## src/rtl/microcontrolador_table_reader.sv

```systemverilog
// Avalon-MM read master that streams a table of words from on-chip memory into a
// registered valid/ready FIFO, with one-shot or circular playback and abort.
module microcontrolador_table_reader #(
    parameter int ADDR_W     = 17,
    parameter int DATA_W     = 32,
    parameter int FIFO_DEPTH = 4
) (
    input  logic              clk,
    input  logic              reset,
    input  logic              start,
    input  logic              stop,
    input  logic              loop,
    input  logic [ADDR_W-1:0] base_addr,
    input  logic [ADDR_W-1:0] length,
    output logic [ADDR_W-1:0] avm_address,
    output logic              avm_read,
    output logic              avm_chipselect,
    output logic [3:0]        avm_byteenable,
    input  logic              avm_waitrequest,
    input  logic              avm_readdatavalid,
    input  logic [DATA_W-1:0] avm_readdata,
    output logic [DATA_W-1:0] out_data,
    output logic              out_valid,
    input  logic              out_ready,
    output logic              busy,
    output logic              done
);
    localparam int PW = $clog2(FIFO_DEPTH);
    localparam int CW = PW + 1;
    localparam logic [CW:0]       DEPTH_C = FIFO_DEPTH[CW:0];
    localparam logic [CW-1:0]     ONE_C   = {{(CW-1){1'b0}}, 1'b1};
    localparam logic [ADDR_W-1:0] ONE_A   = {{(ADDR_W-1){1'b0}}, 1'b1};
    localparam logic [PW-1:0]     ONE_P   = {{(PW-1){1'b0}}, 1'b1};

    typedef enum logic [1:0] {IDLE = 2'd0, FETCH = 2'd1, DRAIN = 2'd2} state_t;

    state_t              state_r, state_s;
    logic [ADDR_W-1:0]   base_r, len_r, ptr_r, idx_r;
    logic                loop_r, aborted_r;
    logic [CW-1:0]       pending_r, pending_s, count_r, count_s;
    logic [PW-1:0]       rd_ptr_r, wr_ptr_r;
    logic [DATA_W-1:0]   fifo_mem_r [FIFO_DEPTH];
    logic                read_r, read_s, done_r, done_s, busy_r, busy_s;
    logic                accept_s, rdv_s, start_s, stop_s, last_s, push_s, pop_s;

    assign accept_s = read_r & ~avm_waitrequest;
    assign rdv_s    = avm_readdatavalid & (pending_r != {CW{1'b0}});
    assign start_s  = (state_r == IDLE) & start & (length != {ADDR_W{1'b0}});
    assign stop_s   = stop & (state_r != IDLE);
    assign last_s   = (idx_r == (len_r - ONE_A));
    // Words landing in the same cycle as a stop are dropped with the flush.
    assign push_s   = rdv_s & ~aborted_r & ~stop_s;
    assign pop_s    = out_valid & out_ready;

    // State register.
    always_ff @(posedge clk) begin
        if (reset) begin
            state_r <= IDLE;
        end else begin
            state_r <= state_s;
        end
    end

    // Next-state logic.
    always_comb begin
        state_s = state_r;
        case (state_r)
            IDLE:    if (start_s) state_s = FETCH; else state_s = IDLE;
            FETCH:   if (stop_s || (accept_s && last_s && !loop_r)) state_s = DRAIN;
                     else state_s = FETCH;
            DRAIN:   if (pending_r == {CW{1'b0}}) state_s = IDLE; else state_s = DRAIN;
            default: state_s = IDLE;
        endcase
    end

    // Next values of the outstanding-read and FIFO occupancy counters.
    always_comb begin
        pending_s = pending_r;
        case ({accept_s, rdv_s})
            2'b10:   pending_s = pending_r + ONE_C;
            2'b01:   pending_s = pending_r - ONE_C;
            default: pending_s = pending_r;
        endcase
        count_s = count_r;
        if (stop_s) begin
            count_s = {CW{1'b0}};
        end else begin
            case ({push_s, pop_s})
                2'b10:   count_s = count_r + ONE_C;
                2'b01:   count_s = count_r - ONE_C;
                default: count_s = count_r;
            endcase
        end
    end

    // Output logic: next values of the registered handshake and status outputs.
    always_comb begin
        read_s = (state_s == FETCH) &&
                 (({1'b0, count_s} + {1'b0, pending_s}) < DEPTH_C);
        done_s = (state_r == DRAIN) && (state_s == IDLE);
        busy_s = (state_s != IDLE);
    end

    // Datapath registers: pointers, counters, FIFO storage and outputs.
    always_ff @(posedge clk) begin
        if (reset) begin
            base_r    <= {ADDR_W{1'b0}};
            len_r     <= {ADDR_W{1'b0}};
            loop_r    <= 1'b0;
            ptr_r     <= {ADDR_W{1'b0}};
            idx_r     <= {ADDR_W{1'b0}};
            aborted_r <= 1'b0;
            pending_r <= {CW{1'b0}};
            count_r   <= {CW{1'b0}};
            rd_ptr_r  <= {PW{1'b0}};
            wr_ptr_r  <= {PW{1'b0}};
            read_r    <= 1'b0;
            done_r    <= 1'b0;
            busy_r    <= 1'b0;
            for (int i = 0; i < FIFO_DEPTH; i++) begin
                fifo_mem_r[i] <= {DATA_W{1'b0}};
            end
        end else begin
            pending_r <= pending_s;
            count_r   <= count_s;
            read_r    <= read_s;
            done_r    <= done_s;
            busy_r    <= busy_s;
            if (start_s) begin
                base_r    <= base_addr;
                len_r     <= length;
                loop_r    <= loop;
                ptr_r     <= base_addr;
                idx_r     <= {ADDR_W{1'b0}};
                aborted_r <= 1'b0;
            end else if (accept_s) begin
                if (last_s && loop_r) begin
                    ptr_r <= base_r;
                    idx_r <= {ADDR_W{1'b0}};
                end else begin
                    ptr_r <= ptr_r + ONE_A;
                    idx_r <= idx_r + ONE_A;
                end
            end
            if (stop_s) begin
                aborted_r <= 1'b1;
            end
            if (stop_s) begin
                rd_ptr_r <= {PW{1'b0}};
                wr_ptr_r <= {PW{1'b0}};
            end else begin
                if (push_s) begin
                    fifo_mem_r[wr_ptr_r] <= avm_readdata;
                    wr_ptr_r             <= wr_ptr_r + ONE_P;
                end
                if (pop_s) begin
                    rd_ptr_r <= rd_ptr_r + ONE_P;
                end
            end
        end
    end

    assign avm_address    = ptr_r;
    assign avm_read       = read_r;
    assign avm_chipselect = read_r;
    assign avm_byteenable = 4'hF;
    assign out_data       = fifo_mem_r[rd_ptr_r];
    assign out_valid      = (count_r != {CW{1'b0}});
    assign busy           = busy_r;
    assign done           = done_r;

endmodule

```

## config.mk

```make
export PLATFORM = sky130hd
export DESIGN_NAME = microcontrolador_table_reader
export DESIGN_NICKNAME = d
export VERILOG_FILES = /design/src/rtl/microcontrolador_table_reader.sv
export SDC_FILE = /design/constraint.sdc
export NUM_CORES = 1
export LEC_CHECK = 0
export CAP_MARGIN = 5
export CORE_AREA = 2 2 185 187
export DETAILED_ROUTE_END_ITERATION = 16
export DIE_AREA = 0 0 187 189
export HOLD_SLACK_MARGIN = 0.03
export SYNTH_ARGS = -nofsm -noshare
export SYNTH_HDL_FRONTEND = slang
export SYNTH_SLANG_ARGS = --single-unit
export TNS_END_PERCENT = 50
```

## constraint.sdc

```tcl
create_clock -name clk -period 4.45 [get_ports clk]
set_clock_uncertainty 0.2 [all_clocks]
set_input_delay 0.6675 -clock clk [delete_from_list [all_inputs] [get_ports clk]]
set_output_delay 0.6675 -clock clk [all_outputs]
set_load 0.02 [all_outputs]
```

Word level (Yosys, flattened, before mapping). Memory sizes are Yosys's and may differ from the RTL's. A register that Yosys moved wholly into a read port is not among the register bits. Index checks and enable logic that the tools add are counted.

Logic and storage cells: 89. Bits in writable memories: 128. Register bits after elaboration: 85. Input bits: 74. Memories kept: 1.

Memories: fifo_mem_r (words 4, bits a word 32, read ports 1, clocked after Yosys merged registers in 1, write ports 4, line 42) `logic [DATA_W-1:0] fifo_mem_r [FIFO_DEPTH];`.

Bitwise operators: 11. Multiplexer cells: 24. Eq/ne operators: 8. Add/subtract/negate cells: 10. Order comparisons: 1. Reduce and logical (&&, ||, !) cells: 20.

Operators with widths (number): 2-to-1 mux 17 bit (4); adder 17 x 1 -> 17 bit, second input constant (2); 2-to-1 mux 32 bit (1); OR reduction 32 bit (1); == test 17 bit (1); nonzero test 17 bit (1); subtractor 17 x 1 -> 17 bit, second input constant (1); one-hot mux 3 bit (2 select lines) (2); 2-to-1 mux 1 bit (10); 2-to-1 mux 2 bit (5); AND 1 bit (8); == test 2 x 1 -> 1 bit, second input constant (4); nonzero test 2 bit (4); adder 3 x 1 -> 3 bit, second input constant (2); == test 2 bit, second input constant (3); one-hot mux 2 bit (3 select lines) (1); nonzero test 3 bit (2); subtractor 3 x 1 -> 3 bit, second input constant (2); logical AND 1 bit (5); adder 2 x 1 -> 2 bit, second input constant (2); adder 3 x 3 -> 4 bit (1); logical NOT 2 bit (2); less-than comparator 4 x 3 -> 1 bit, second input constant (1); OR reduction 2 bit (2); 5 further kinds (7).

Longest topological paths before layout. Gate-level depths: netlist of run 1.

Word-level depth: 10. Gate-level depth with buffers: 15. Depth with buffers taken out: 14.

Worst setup path after synthesis of run 1. OpenSTA, ideal clock, no wires.

Path type: register to register. Start: register len_r[0]. End: register ptr_r[13] (netlist: avm_address[13]). Arrival time: 3.067 ns. Path buffers: 1. Setup slack: 1.066 ns. Stages on the path, launching flop included: 13. Cell sequence: dfxtp_1 -> inv_1 -> ha_1 -> or4b_2 -> or4_1 -> nor2_1 -> o221a_2 -> nand4_2 -> nor3_4 -> buf_6 -> mux2i_1 -> nand2_1 -> a32o_1.

Longest elaborated chain between the ends: 6.

Ends and longest elaborated chain: start: declaration (line 38) `logic [ADDR_W-1:0] base_r, len_r, ptr_r, idx_r;`; start signal: assignment (line 108) `len_r <= {ADDR_W{1'b0}};`; start signal: assignment (line 131) `len_r <= length;`; subtractor 17 x 1 -> 17 bit (line 50) `assign last_s = (idx_r == (len_r - ONE_A));`; == test 17 bit (line 50); logical AND 1 bit (line 137) `if (last_s && loop_r) begin`; 2-to-1 mux 17 bit (line 137); 2-to-1 mux 17 bit (line 136) `end else if (accept_s) begin`; 2-to-1 mux 17 bit (line 129) `if (start_s) begin`; end signal: assignment (line 133) `ptr_r <= base_addr;`; end signal: assignment (line 138) `ptr_r <= base_r;`; end signal: assignment (line 141) `ptr_r <= ptr_r + ONE_A;`; end: declaration (line 38).

No other way between the ends. The select of a mux whose other input is x is not followed. A chain may end at the register's enable or synchronous reset.

Worst setup path after layout of run 1.
Start: register len_r[0]. End: register ptr_r[16] (netlist: avm_address[16]).

Same word-level chain as after synthesis.

==> results.toml, run 1 <==
[timing]
period_minus_slack_ns = 3.85
worst_pin_slew_ns = 0.881
setup_ws_ns = 0.595
maxSlewHeadroom_pct = 41.3
max_freq_mhz = 259
fin_crit_sh_pct = 86.6
hold_viol_final = 0
setup_tns_ns = 0
finalSetupViolations = 0
final_max_slew_viol_count = 0
rsz0062_at_grt = "no"

[min_path]
min-delay-start = "base_r[12]"
whs_path_depth = 2
min_to = "base_r[12]"
hold_class = "flip-flop to flip-flop"

[floorplan]
core_um2 = 33300
pin_count = 132
dieWidth_um = 187
die_area_um2 = 35300
initial_core_util_pct = 29.7
fp.dieH_um = 189
rows = 67

[cells_and_area]
nets = 1109
antenna_cells = 0
syn_to_final_growth_pct = 24.7
layout-drive-gt1-share_pct = 10.1
fin_area_um2 = 12300

[detailed_routing]
drt-vias-per-instance = 4.75
drtIter0Drc = 491
final_antenna_net_count = 0
drtPass1Iterations = 4
drcViolationCount = 0
drt-total-wl_mm = 23.7
drt-wirelength-per-cell_um = 16.0
vias = 7062

[clocking]
cts_inserted_buffers = 24
postCtsSetupBuffers = 0
cts.sinks = 215
cts_hold_buf = 0
htreeDepth = 1
root_buffer = "clkbuf_16"
tritoncts = "yes"
cts_buffer_depth = 3
clkTransAtPathRegs_ns = 0.06
cts_resized = 0
clock_latency_ns = 0.52

[synthesis]
synth_flop_cell = "edfxtp_1"
synth_edf_count = 128
async_flop_share_pct = 0
synth_area_per_cell_um2 = 10.8
ys_ff_latch = 215
syn_area_um2 = 9880
postSynthCellCount = 912
synth_warnings = 0
synth-seq-area-share_pct = 56.5
ys_types = 68

[global_route]
grt_max_degree = 58
grt_usage_pct = 13.3
grt_pass1_wl_mm = 38.0
grt.overflow.total = 0
antenna_found_initial = 0
first_global_vias = 7002

[setup_path]
cp.depth = 12
reg2reg_depth = 12
crit_arrival_ns = 4.05
ff2ff_setup_slack_ns = 0.60
worstPathCellList = "inv_1 > ha_1 > or4b_2 > or4_1 > nor2_1 > o221a_2 > nand4_2 > nor3_4 > buf_4 > mux2_2 > o221ai_1 > a21oi_1"
critPathBufInv = 2
slowest_stage = "or4b_2"
required_ns = 4.65
max_stage_delay_ns = 0.63
crit_type = "flip-flop to flip-flop"
worstSetupStartpointType = "flip-flop"
rr_endpoint = "avm_address[16]"
critPathMaxFanout = 15
reg2reg_from = "len_r[0]"
cp_top_family = "simple AND/OR/NAND/NOR gates"
setup.worst_path.end_class = "flip-flop"

[place]
place_area_um2 = 11600
hpwlAfterDp_mm = 15.0
place_ws_ns = 0.587
gp_congestion = 0.759
portBuffers = 127

[job]
cap_violations = 0

[pwr]
peakVddDrop_v = 0.000246
pwr-share-seq_pct = 45.0
p_int_uw = 3810
p_per_area_nw_per_um2 = 429
p_sw_share_pct = 27.9
p_comb_share_pct = 20.5
power.leakage_uw = 0.00442
p_sw_uw = 1470
pwr-share-clk_pct = 34.4

[outcome]
status = "finished, final reports clean"
==> worst register-to-register path: stages (launching register included) <==
cell and delay, ns:
dfxtp_1 0.35, inv_1 0.08, ha_1 0.38, or4b_2 0.64, or4_1 0.47, nor2_1 0.10
o221a_2 0.20, nand4_2 0.23, nor3_4 0.24, buf_4 0.24, mux2_2 0.35, o221ai_1 0.17
a21oi_1 0.08
==> how the worst max path moves through the flow <==
stage | from | to | slack (ns)
after floorplan | len_r[0] | avm_address[13] | 1.07
after global placement | stop | avm_chipselect | 0.66
after detailed placement | len_r[0] | avm_address[16] | 0.59
after CTS | len_r[0] | avm_address[16] | 0.57
after global routing | len_r[0] | avm_address[16] | 0.34
final | len_r[0] | avm_address[16] | 0.60
==> synthesized netlist by cell type (5+ instances only) <==
master | instances | area, µm²
ha_1 | 7 | 87.6
buf_1 | 8 | 30.0
and3_1 | 6 | 37.5
nand4_1 | 9 | 56.3
clkbuf_1 | 40 | 150
a41oi_1 | 6 | 52.6
mux2i_1 | 6 | 60.1
o21a_1 | 5 | 37.5
xor2_1 | 23 | 201
xnor2_1 | 30 | 263
o21ai_0 | 11 | 55.1
and2_1 | 7 | 43.8
or3_1 | 9 | 56.3
inv_1 | 42 | 158
nor4_1 | 9 | 56.3
dfxtp_1 | 87 | 1740
nor2b_1 | 5 | 31.3
a21oi_1 | 49 | 245
buf_4 | 5 | 37.5
nor3_1 | 13 | 65.1
nand3_1 | 25 | 125
nor2_1 | 146 | 548
nand2_1 | 123 | 462
edfxtp_1 | 128 | 3840
mux4_2 | 32 | 721
buf_2 | 5 | 25.0
a31oi_1 | 5 | 31.3
==> routing by layer <==
metal  routed length [µm]  GRT usage (%)
met3                 1290           2.35
met5                    0              0
met4                  478           3.08
met2                11100           22.3
met1                10900           17.8
==> logic make-up after synthesis <==
family | count (synthesis) | synth area share (%)
xor gates and xnor gates | 53 | 4.70
other | 1 | 0.0379
adders and majority gates | 9 | 1.29
and+or+nand+nor | 381 | 17.6
AOI/OAI and AO/OA | 109 | 7.20
DFF | 215 | 56.5
buffers and inverters | 102 | 4.28
muxes | 42 | 8.36
==> cell type report <==
| class | instances | area [µm²] |
|---|---|---|
| Fill cell | 3284 | 21000 |
| Inverter | 42 | 158 |
| Sequential cell | 215 | 5590 |
| Multi-Input combinational cell | 598 | 3910 |
| Timing Repair Buffer | 145 | 1400 |
| Clock buffer | 30 | 623 |
| Tap cell | 448 | 561 |
| Clock inverter | 10 | 78.8 |
==> cells in the final DEF (no fill, tap or decap), types with 4 or more instances in the layout <==
cell / netlist / layout
or3_1: 9 / 9
clkbuf_1: 40 / 6
mux2_2: 4 / 4
nor4_1: 9 / 9
edfxtp_1: 128 / 128
clkinv_1: 0 / 6
a21oi_1: 49 / 49
nand4_1: 9 / 9
clkdlybuf4s50_1: 0 / 126
o221ai_1: 4 / 4
mux2i_1: 6 / 6
nand2_1: 123 / 123
nor3_1: 13 / 13
mux4_2: 32 / 32
and3_1: 6 / 6
clkbuf_16: 0 / 24
a41oi_1: 6 / 6
o21ai_0: 11 / 11
o21a_1: 5 / 5
buf_4: 5 / 18
nand3_1: 25 / 25
nor2_1: 146 / 145
ha_1: 7 / 7
nor2b_1: 5 / 5
a31oi_1: 5 / 5
xnor2_1: 30 / 30
and2_1: 7 / 7
xor2_1: 23 / 23
inv_1: 42 / 42
dfxtp_1: 87 / 86
conb_1: 1 / 4
==> state kept, by name, indices dropped and copies added (netlist names), 3 cells and up, named ones only <==
| signal | flops |
|---|---|
| pending_r | 3 |
| len_r | 17 |
| count_r | 3 |
| idx_r | 17 |
| base_r | 17 |
| fifo_mem_r | 128 |
| avm_address | 17 |
==> metrics by stage <==
| step | instances | utilization (%) | hold WS (ns) | power (µW) |
|---|---|---|---|---|
| after floorplan | 915 | - | 0.232 | 3080 |
| after global placement | 1448 | 34.9 | 0.241 | 3510 |
| after detailed placement | 1448 | 34.9 | 0.246 | 3530 |
| after CTS | 1488 | 37.0 | 0.255 | 5360 |
| after global routing | 1488 | 37.0 | 0.280 | 5530 |
| final | 1488 | 37.0 | 0.255 | 5290 |
==> power by group through the flow <==
stage                     sequential [µW]  combinational, µW  clock, µW
after detailed placement             2430               1100          0
final                                2380               1080       1820
after CTS                            2390               1100       1880
after global routing                 2400               1180       1950
after global placement               2420               1090          0
after floorplan                      2400                679          0
Power figures use the tool's default switching activity.
==> run 2, diff against run 1 <==
--- a/config.mk
+++ b/config.mk
@@ -5,11 +5,12 @@
 export SDC_FILE = /design/constraint.sdc
 export NUM_CORES = 1
 export LEC_CHECK = 0
-export CAP_MARGIN = 5
+export CAP_MARGIN = 15
 export CORE_AREA = 2 2 185 187
 export DETAILED_ROUTE_END_ITERATION = 16
 export DIE_AREA = 0 0 187 189
 export HOLD_SLACK_MARGIN = 0.03
+export SKIP_LAST_GASP = 1
 export SYNTH_ARGS = -nofsm -noshare
 export SYNTH_HDL_FRONTEND = slang
 export SYNTH_SLANG_ARGS = --single-unit
==> results of run 2 <==
The final DEF is identical to that of run 1; final timing and power are the same.
==> run 3, diff against run 2 <==
==> constraint.sdc (replaced) <==
create_clock -name clk -period 4.64 [get_ports clk]
set_clock_uncertainty 0.2 [all_clocks]
set_input_delay 0.696 -clock clk [delete_from_list [all_inputs] [get_ports clk]]
set_output_delay 0.696 -clock clk [all_outputs]
set_load 0.02 [all_outputs]
==> run 3 against run 2 <==
Compared with the run above: design area up 0.12%; clock-buffer cell count up 4; sequential power down 4%; critical path type unchanged; register-to-register slack better by 0.22 ns; critical path depth unchanged; critical endpoint is now idx_r[2]; non-clock buffer count unchanged; largest cell class unchanged.
==> results.toml, run 3 (synthesis gave the netlist of run 1 again) <==
[setup_path]
reg2reg_from = "len_r[0]"
setup.worst_path.end_class = "flip-flop"
crit_type = "flip-flop to flip-flop"
required_ns = 4.82
crit_arrival_ns = 4.00
crit_path_start = "len_r[0]"
worstSetupStartpointType = "flip-flop"
critPathMaxFanout = 16

[cells_and_area]
layout-drive-gt1-share_pct = 10.3
largest_register = "fifo_mem_r"
antenna_cells = 0
final_common_cell = "nor2_1"
largest_register_ffs = 128
syn_to_final_growth_pct = 24.8
nets = 1109
mostFrequentLayoutCells = "nor2_1 (145), edfxtp_1 (128), clkdlybuf4s50_1 (126)"

[timing]
worst_pin_slew_ns = 0.904
period_minus_slack_ns = 3.82
maxSlewHeadroom_pct = 39.7
hold_viol_final = 0
setup_ws_ns = 0.818
setup_tns_ns = 0
fin_crit_sh_pct = 82.4
rsz0062_at_grt = "no"
finalSetupViolations = 0
final_max_slew_viol_count = 0
hold_ws_ns = 0.252
max_freq_mhz = 262

[pwr]
p_per_area_nw_per_um2 = 413
power.leakage_uw = 0.00443
pwr-share-clk_pct = 34.6
total_power_uw = 5090
peakVddDrop_v = 0.000195
p_comb_share_pct = 20.7
p_sw_uw = 1410
p_sw_share_pct = 27.7
pwr-share-seq_pct = 44.7
p_int_uw = 3680

[job]
cap_violations = 0

[global_route]
grt.overflow.total = 0
grt_max_degree = 58
antenna_found_initial = 0
grt_usage_pct = 13.4
grt_use_met3_pct = 2.34
grt_busiest_layer = "met2"
grt_pass1_wl_mm = 38.6
met1_usage_pct = 17.9
first_global_vias = 7265
use_met2_pct = 22.8

[clocking]
tritoncts = "yes"
postCtsSetupBuffers = 0
htreeDepth = 1
cts_inserted_buffers = 24
clkTransAtPathRegs_ns = 0.06
cts_buffer_depth = 3
clock_latency_ns = 0.51
cts_resized = 0
root_buffer = "clkbuf_16"
cts.sinks = 215
cts_hold_buf = 0

[floorplan]
core_um2 = 33300
pin_count = 132
fp.dieH_um = 189
die_area_um2 = 35300
initial_core_util_pct = 29.7
dieWidth_um = 187
rows = 67

[detailed_routing]
drtIter0Drc = 402
drt-wirelength-per-cell_um = 16.0
drcViolationCount = 0
final_antenna_net_count = 0
drt-total-wl_mm = 23.8
drt-vias-per-instance = 4.76
vias = 7095
drtPass1Iterations = 4

[min_path]
hold_class = "flip-flop to flip-flop"
min-delay-start = "base_r[9]"

[place]
hpwlAfterDp_mm = 15.3
gp_congestion = 0.756
place_ws_ns = 0.604
portBuffers = 127

[outcome]
status = "finished, final reports clean"
-- run 3: worst max-delay path, cell delays in order, from the launching register on --
cell and delay (ns):
dfxtp_1 0.35, inv_1 0.08, ha_1 0.36, or4b_2 0.63, or4_1 0.49, nor2_1 0.10, o221a_2 0.19, nand4_2 0.22
nor3_4 0.23, buf_4 0.20, nand2_2 0.07, nand2_1 0.43, nor2_1 0.12
-- run 3: through the flow --
stage	cell area (µm²)	std cells	util, %
finish	12300	1489	37.1
global route	12300	1489	37.1
CTS	12300	1489	37.1
detailed placement	11600	1448	34.9
global placement	11600	1448	34.9
floorplan	9890	915	-
-- run 3: metal layers --
layer  vias to the layer above  wire (µm)
met5                         -          0
met4                         0        442
met3                        38       1220
met2                       183      11200
met1                      3434      10900
li1                       3440          -
-- run 3: cell type report --
cell class	count	area, µm²
Clock buffer	34	648
Tap cell	448	561
Timing Repair Buffer	145	1400
Fill cell	3298	20900
Inverter	42	158
Clock inverter	7	68.8
Multi-Input combinational cell	598	3910
Sequential cell	215	5590
-- run 3: power groups by stage --
stage / logic, µW / clock network (µW) / registers [µW]
2_1_floorplan: 651 / 0 / 2300
5_1_grt: 1140 / 1880 / 2300
6_report: 1050 / 1760 / 2280
3_5_place_dp: 1060 / 0 / 2320
3_3_place_gp: 1050 / 0 / 2310
4_1_cts: 1070 / 1810 / 2280
-- run 3: worst paths after layout --
kind	end	slack, ns	depth (start not counted)
min reg2reg	base_r[9]	0.25	2
min	base_r[9]	0.25	2
max	idx_r[2]	0.82	12
max reg2reg	idx_r[2]	0.82	12
==> RTL edit, RTL diff (config.mk and constraints of run 2) <==
Set the parameter `ADDR_W` to 34 (it was 17).
--- a/src/rtl/microcontrolador_table_reader.sv
+++ b/src/rtl/microcontrolador_table_reader.sv
@@ -1,7 +1,7 @@
 // Avalon-MM read master that streams a table of words from on-chip memory into a
 // registered valid/ready FIFO, with one-shot or circular playback and abort.
 module microcontrolador_table_reader #(
-    parameter int ADDR_W     = 17,
+    parameter int ADDR_W     = 34,
     parameter int DATA_W     = 32,
     parameter int FIFO_DEPTH = 4
 ) (
Interface: changed (resized avm_address, base_addr and length); port bits go from 132 to 183. The function was not compared with the original's and may differ.
==> RTL edit against run 2 <==
- setup slack worse by 410 ps
- area after synthesis up 42%
- sequential cell count grew 68
- global-route usage up 7.9 points
- total power increased by 40%
- first-iteration DRC count up 51%
- maximum frequency is 9.6% lower
- final area grew 42%
- wire length is 61% higher
- sequential share of layout area is 5.6 points lower
- via count grew 61%
- core utilization rose by 15 points
- sequential power rose by 30%
- largest power group unchanged
==> RTL edit: results (changes against run 2) <==
stage,metric,value,unit,change
clock_network,insertion_delay,570,ps,+50 ps
finish,final.fill_count,3106,,-5.4%
routing,wl_per_cell,18.0,µm,+13%
routing,dr.pass1.iters,5,,+1
worst_setup_path,slowest_stage,or4_1,,
worst_setup_path,rr_worst_depth,13,,+1
yosys,ys_types,75,,+10%
worst_hold_path,min_to,done,,
placement,pre_cts_ws,52.7,ps,-534 ps
power_and_ir_drop,p_int,5.30,mW,+39%
sta,maxSlewHeadroom,37.3,%,-3.9 points
global_route,grt_pass1_wl,60500,µm,+59%
worst_setup_path,slowest_delay,550,ps,-80 ps
run_status,outcome,"finished, final reports clean",,
worst_hold_path,holdPathStages,1,,-1
worst_hold_path,holdCritStartpoint,state_r[0],,
global_route,grt_max_degree,79,,+36%
placement,hpwlAfterDp,26000,µm,+73%
yosys,synth_area_leaders,"edfxtp_1 (27%), dfxtp_1 (22%), nand2_1 (6.2%)",,
clock_network,cts_buffers,31,,+29%
global_route,grtUsageTotal,21.1,%,+7.9 points
yosys,synth-seq-area-share,49.5,%,-7.0 points
routing,vias,11402,,+61%
placement,dp.cells,2052,,+42%
worst_setup_path,rr_endpoint,avm_address[25],,
finish,post_route_cells_drive_above_1_share,9.31,%,-0.79 points
routing,wl,38100,µm,+61%
finish,layout.nets,1758,,+59%
placement,gp_congestion,0.894,,+18%
routing,drtIter0Drc,741,,+51%
yosys,synth_flop_cell,dfxtp_1,,
yosys,synthTopCellsByCount,"nand2_1 (232), nor2_1 (211), dfxtp_1 (155), edfxtp_1 (128), a21oi_1 (95)",,
worst_setup_path,r2r_slack,190,ps,-410 ps
worst_setup_path,arrival,4520,ps,+470 ps
placement,portBuffers,178,,+40%
worst_setup_path,cp_max_fo,9,,-6
yosys,syn-instance-count,1487,,+63%
-- RTL edit: per-layer routing --
layer	share of wire (%)	routed length, µm	global-route usage [%]
met1	46	17500	28.6
met2	47	18100	36.2
met3	5.0	1920	2.82
met4	1.8	675	4.67
met5	0	0	0
-- RTL edit: worst max path at each step --
stage               slack [ps]  startpoint               to
finish                     190    len_r[1]  avm_address[25]
global route               -50    len_r[1]  avm_address[27]
CTS                          8    len_r[7]  avm_address[20]
detailed placement          50    len_r[7]  avm_address[18]
global placement           180    len_r[1]  avm_address[25]
floorplan                  300    len_r[0]  avm_address[25]
-- RTL edit: kinds of logic after synthesis --
family | synth area share (%)
simple gates | 22.3
other cells | 0.0267
fa+ha+maj | 0.909
flops | 49.5
mux | 6.12
xor+xnor | 5.64
compound gates | 11.3
buf+inv | 4.21
-- RTL edit: power by group through the flow --
stage / clock, mW / sequential (mW) / combinational (mW)
floorplan: 0 / 3.12 / 0.948
global placement: 0 / 3.14 / 1.56
detailed placement: 0 / 3.15 / 1.57
CTS: 2.78 / 3.10 / 1.58
global route: 2.89 / 3.13 / 1.70
finish: 2.72 / 3.10 / 1.57
-- RTL edit: layout make-up --
cell class | count | share of cell area, %
clock inverters | 23 | 1.68
well taps | 448 | 3.21
inverters | 52 | 1.12
repair buffers | 216 | 12.1
clock buffers | 34 | 4.50
flip-flops and latches | 283 | 39.8
multi-input cells | 1057 | 37.6
-- RTL edit: through the flow --
stage	hold WS [ps]	utilization (%)	TNS (ps)	power (mW)	area, µm²
2_1_floorplan	222	-	0	4.07	14000
3_3_place_gp	238	49.1	0	4.70	16300
3_5_place_dp	245	49.1	0	4.72	16300
4_1_cts	236	52.4	0	7.46	17400
5_1_grt	267	52.5	-166	7.72	17500
6_report	245	52.5	0	7.39	17500
-- RTL edit: repair_timing --
action,in CTS,in global routing
gates resized for setup,0,3
endpoints found under the setup margin,0,18
buffers inserted,0,4
endpoints found under the hold margin,0,0
-- RTL edit: worst register-to-register path, stage by stage, from the launching register on --
cell and delay (ps):
dfxtp_1 350, inv_1 70, ha_1 150, or3b_2 470
or4_4 440, xnor2_2 140, or4b_1 430, or4_1 440
or4_1 550, buf_4 200, nor3_4 190, buf_4 180
nor2_1 60, o41ai_2 280
